--- src/rtl/hbridge_pwm_drive.sv ---
// hbridge_pwm_drive: resolves left/right PID magnitudes into one signed command and drives an H-bridge
// with period-aligned duty updates and a reversal dead band; define SOFT_START_EN to ramp duty by RAMP_STEP.
module hbridge_pwm_drive #(
  parameter int PERIOD       = 7500,
  parameter int DEAD_PERIODS = 2,
  parameter int RAMP_STEP    = 250
) (
  input  logic        Clk,
  input  logic        Rst_n,
  input  logic        Enable,
  input  logic [15:0] Duty_l,
  input  logic [15:0] Duty_r,
  output logic        Pwm_a,
  output logic        Pwm_b,
  output logic        Dir,
  output logic        Period_start,
  output logic [15:0] Active_duty
);
`ifdef SOFT_START_EN
  localparam bit SOFT = 1'b1;
`else
  localparam bit SOFT = 1'b0;
`endif
  // Without soft start the step covers any possible change, so duty lands on the target at once.
  localparam logic [15:0] STEP = SOFT ? 16'(RAMP_STEP) : 16'(PERIOD);
  localparam logic [7:0]  LAST = 8'(DEAD_PERIODS - 1);

  typedef enum logic [1:0] {IDLE, FWD, REV, DEAD} state_t;

  state_t             r_state, w_state_nx;
  logic        [15:0] r_cnt, r_duty, w_duty_nx;
  logic        [7:0]  r_dead, w_dead_nx;
  logic               r_tgt, w_tgt_nx, r_dir, w_dir_nx;
  logic signed [16:0] w_net;
  logic        [16:0] w_abs;
  logic        [15:0] w_mag, w_ramp, w_entry;
  logic               w_req_f, w_req_r, w_none, w_bnd;

  assign w_net   = $signed({1'b0, Duty_l}) - $signed({1'b0, Duty_r});
  assign w_abs   = w_net[16] ? 17'(-w_net) : 17'(w_net);
  assign w_mag   = (w_abs > 17'(PERIOD)) ? 16'(PERIOD) : w_abs[15:0];
  assign w_req_f = !w_net[16] && (w_net != '0);
  assign w_req_r = w_net[16];
  assign w_none  = !(w_req_f || w_req_r);
  assign w_bnd   = Enable && (r_cnt == 16'(PERIOD - 1));
  assign w_ramp  = (w_mag > r_duty) ? ((w_mag - r_duty > STEP) ? r_duty + STEP : w_mag)
                                    : ((r_duty - w_mag > STEP) ? r_duty - STEP : w_mag);
  assign w_entry = (w_mag > STEP) ? STEP : w_mag;

  always_comb begin
    w_state_nx = r_state;
    w_duty_nx  = r_duty;
    w_dead_nx  = r_dead;
    w_tgt_nx   = r_tgt;
    w_dir_nx   = r_dir;
    if (!Enable) begin
      w_state_nx = IDLE;
      w_duty_nx  = '0;
      w_dead_nx  = '0;
    end else if (w_bnd) begin
      case (r_state)
        IDLE: if (!w_none) begin
          w_state_nx = w_req_f ? FWD : REV;
          w_duty_nx  = w_entry;
          w_dir_nx   = w_req_f;
        end
        FWD, REV: if (w_none) begin
          w_state_nx = IDLE;
          w_duty_nx  = '0;
        end else if ((r_state == FWD) == w_req_f) begin
          w_duty_nx = w_ramp;
        end else begin
          w_state_nx = DEAD;
          w_duty_nx  = '0;
          w_dead_nx  = '0;
          w_tgt_nx   = w_req_f;
        end
        DEAD: if (r_dead != LAST) begin
          w_dead_nx = r_dead + 8'd1;
        end else if (w_none) begin
          w_state_nx = IDLE;
        end else if (w_req_f == r_tgt) begin
          w_state_nx = r_tgt ? FWD : REV;
          w_duty_nx  = w_entry;
          w_dir_nx   = r_tgt;
        end else begin
          w_dead_nx = '0;
          w_tgt_nx  = w_req_f;
        end
      endcase
    end
  end

  always_ff @(posedge Clk or negedge Rst_n)
    if (!Rst_n) begin
      r_state      <= IDLE;
      r_cnt        <= '0;
      r_duty       <= '0;
      r_dead       <= '0;
      r_tgt        <= 1'b0;
      r_dir        <= 1'b0;
      Pwm_a        <= 1'b0;
      Pwm_b        <= 1'b0;
      Period_start <= 1'b0;
    end else begin
      r_state      <= w_state_nx;
      r_cnt        <= (!Enable || r_cnt == 16'(PERIOD - 1)) ? '0 : r_cnt + 16'd1;
      r_duty       <= w_duty_nx;
      r_dead       <= w_dead_nx;
      r_tgt        <= w_tgt_nx;
      r_dir        <= w_dir_nx;
      Pwm_a        <= Enable && r_state == FWD && r_cnt < r_duty;
      Pwm_b        <= Enable && r_state == REV && r_cnt < r_duty;
      Period_start <= Enable && r_cnt == '0;
    end

  assign Active_duty = r_duty;
  assign Dir         = r_dir;
endmodule

--- config.mk ---
export PLATFORM = sky130hd
export DESIGN_NAME = hbridge_pwm_drive
export DESIGN_NICKNAME = d
export VERILOG_FILES = /design/src/rtl/hbridge_pwm_drive.sv
export SDC_FILE = /design/constraint.sdc
export NUM_CORES = 1
export LEC_CHECK = 0
export ABC_AREA = 1
export BUFFER_PORTS_ARGS = -buffer_cell sky130_fd_sc_hd__buf_4
export CAP_MARGIN = 20
export CORE_ASPECT_RATIO = 1.75
export CORE_UTILIZATION = 65
export CTS_BUF_LIST = sky130_fd_sc_hd__clkbuf_16
export DETAILED_ROUTE_END_ITERATION = 7
export GPL_ROUTABILITY_DRIVEN = 1
export PLACE_DENSITY = 0.83
export SLEW_MARGIN = 20
export SYNTH_ARGS = -nofsm -noshare
export SYNTH_HDL_FRONTEND = slang
export SYNTH_SLANG_ARGS = --single-unit
export TNS_END_PERCENT = 30
--- constraint.sdc ---
create_clock -name Clk -period 6.9 [get_ports Clk]
set_input_delay 1.035 -clock Clk [delete_from_list [all_inputs] [get_ports Clk]]
set_output_delay 1.035 -clock Clk [all_outputs]
set_load 0.02 [all_outputs]
==> flow_metrics.tcl <==
set metrics [dict create \
    synth_area_leader_cell "nand2_1" \
    synth.avg_cell_area_um2 5.88 \
    hold_depth 1 \
    synth_area_mm2 0.00741 \
    route.detailed.drc 0 \
    ys_types 50 \
    hold_violations 0 \
    path_clk_slew_ns 0.07 \
    max-vdd-ir-drop_uv 330 \
    placed_area_mm2 0.00810 \
    overflow 0 \
    worst-setup-path-type "in2reg" \
    netlist.area_leader.share 0.184 \
    setup_viol 0 \
    worst_slew_pin_slew_ns 0.648 \
    synth_edf_count 0 \
    final_area_mm2 0.00856 \
    hold_path.class "reg2reg" \
    die_area_mm2 0.0119 \
    io_pins 55 \
    cp.arrival_ns 6.75 \
    die-height_um 143 \
    finalCritPeriodShare 0.944 \
    wl_per_cell_um 17.4 \
    cts_hold_buf 0 \
    cts_max_level 2 \
    dp_hpwl_um 18800 \
    cts_tree "yes" \
    gp_congestion 1.01 \
    hp-start "r_cnt[0]" \
    synth.area.top_cells "nand2_1 (18%), dfrtp_1 (16%), ha_1 (12%), inv_1 (10%), nand3_1 (7.4%)" \
    ys.flop_type "dfrtp_1" \
    r2r-start "Active_duty[8]" \
    drt_iter0_drc 758 \
    worst_slack_ns 0.386 \
    ys_seq_elements 47 \
    place_worst_setup_slack_ns -0.0921 \
    initial_core_util 0.668 \
    end_kind "register" \
    async_flop_share 1.00 \
    yosysMostFrequentCell "nand2_1" \
    cts_buffer_depth 2 \
    antenna_found_initial 0 \
    synth_common_cells "nand2_1 (364), inv_1 (198), nand3_1 (110)" \
    rows 51 \
    cellLeakagePower_uw 0.00458 \
    start_kind "primary input" \
    reg2reg_depth 19 \
    relSlewSlack 0.568 \
    route.vias.total 8853 \
    clock-sinks 47 \
    fin_skew_ns 0.00960 \
    cts_root_buf "clkbuf_16" \
    io_buffers 54 \
    drive_above_1_share 0.149 \
    worstPathMaxFanout 12 \
    finalMaxSlewViolations 0 \
    grt_max_degree 48 \
    dieWidth_um 82.7 \
    drt_first_pass_iters 7 \
    grt_first_pass_wirelength_um 41600 \
    cp_data_required_time_ns 7.14 \
    outcome "finished clean" \
    vias_per_cell 6.01 \
    antennaDiodeCount 0 \
    layout.nets 1445 \
    cts_buffers 5 \
    routed_wl_um 25600 \
    grtUsageTotal 0.477 \
    clkLatencyLatePin_ns 0.30 \
    slowest_stage "fa_1" \
    areaGrowthSynthToFinish_pct 15.5 \
    grt_pass1_vias 8389 \
    cp_slowest_stage_delay_ns 0.53 \
    maxCapViolations 0 \
    powerDensity_mw_per_mm2 374 \
    synthCells 1260 \
    ant_nets 0 \
    reg2reg_slack_ns 3.11 \
    fin_crit_ns 6.51 \
    max_freq_mhz 154 \
    yosys_warnings 0 \
    yosysSeqAreaShare 0.159 \
    crit_start "Duty_l[0]" \
    coreArea_mm2 0.0111 \
    cpMostUsedCell "nand2_1" \
]
## logic make-up (layout without fill, tap and decap cells)
kind of cell / Yosys count / count (layout) / synth area share
AO/OA/AOI/OAI: 173 / 173 / 0.129
XOR/XNOR: 34 / 34 / 0.0402
adder cells (fa/ha/maj): 71 / 71 / 0.121
buffers and inverters: 236 / 313 / 0.125
flip-flops: 47 / 47 / 0.159
other: 2 / 5 / 0.00101
AND/OR/NAND/NOR: 697 / 697 / 0.425
## final cells by class
cell class,instances,area (um2)
clock buffer,5,125
clock inverter,3,47.5
fill,968,2540
inverter,217,827
multi-input combinational,980,5560
sequential,47,1180
tap,132,165
timing repair buffer,87,653
timing repair inverter,1,7.51
## what timing repair did
item | in CTS | in global routing
resized for setup | 0 | 63
endpoints found under the setup margin | 0 | 16
buffers inserted | 0 | 5
## layer usage
layer / up-vias / share of wire / wire, um / track usage
met3: 188 / 0.11 / 2710 / 0.261
li1: 4232 / - / - / -
met4: 0 / 0.090 / 2300 / 0.381
met5: - / 0 / 0 / 0.0381
met2: 465 / 0.48 / 12400 / 0.725
met1: 3968 / 0.32 / 8260 / 0.462
## per-stage QoR
| stage | total power [uW] | TNS (ns) | cells | utilization | hold WS (ns) |
|---|---|---|---|---|---|
| 2_1_floorplan | 1930 | 0 | 1263 | - | 0.432 |
| 3_3_place_gp | 2550 | 0 | 1458 | 0.729 | 0.447 |
| 3_5_place_dp | 2570 | -0.300 | 1458 | 0.729 | 0.462 |
| 4_1_cts | 2870 | 0 | 1466 | 0.745 | 0.471 |
| 5_1_grt | 3520 | -2.35 | 1472 | 0.771 | 0.483 |
| 6_report | 3200 | 0 | 1472 | 0.771 | 0.468 |
## flip-flops by register name (all words and copies together), names as in the netlist
name and flops:
Dir 1, r_dead 8, r_cnt 16, Period_start 1, Pwm_b 1, Pwm_a 1
r_tgt 1, r_state 2, Active_duty 16
## worst max-delay path: cells and delay by family
family	cells	cell delay [ns]
simple gates	24	3.14
fa+ha+maj	4	1.22
compound gates	4	0.81
buf+inv	7	0.54
## worst paths after layout
path | to
max in group asynchronous | r_cnt[2]
max | Active_duty[4]
min reg2reg | r_cnt[0]
min | r_cnt[0]
max reg2reg | Active_duty[4]
min in group asynchronous | Active_duty[13]
## placed cells by master (no fill, tap or decap), types with 3 or more instances in the layout
cell type   synthesis  final
a21oi_1            79     73
nand2_2            16     21
clkinv_1            5      5
nand2_4             4      5
o21ai_0            54     49
nand3_2             7      8
a21oi_2             0      6
nor4_1              6      4
o21ai_1            10     12
nor2_1             99     89
inv_2              13     13
inv_1             198    196
nor2_2             11     13
o21bai_1            5      5
clkbuf_16           0      5
conb_1              2      5
xor2_1             32     31
nand3_1           110    109
nor3b_1             3      3
nor3_1             19     18
o211ai_1            3      3
nand3b_1           10     10
nand2_1           364    357
nand4_1            39     39
ha_1               70     64
a31oi_1             7      7
ha_4                0      4
nor2_4              2     10
o21ai_2             0      3
buf_4               1     87
clkinvlp_4          0      3
dfrtp_1            47     47
## where the power goes
part | switching (uW) | internal, uW
combinational | 1630 | 866
sequential | 89.1 | 320
clock | 118 | 173
No activity file was read; power rests on OpenSTA's default activity.
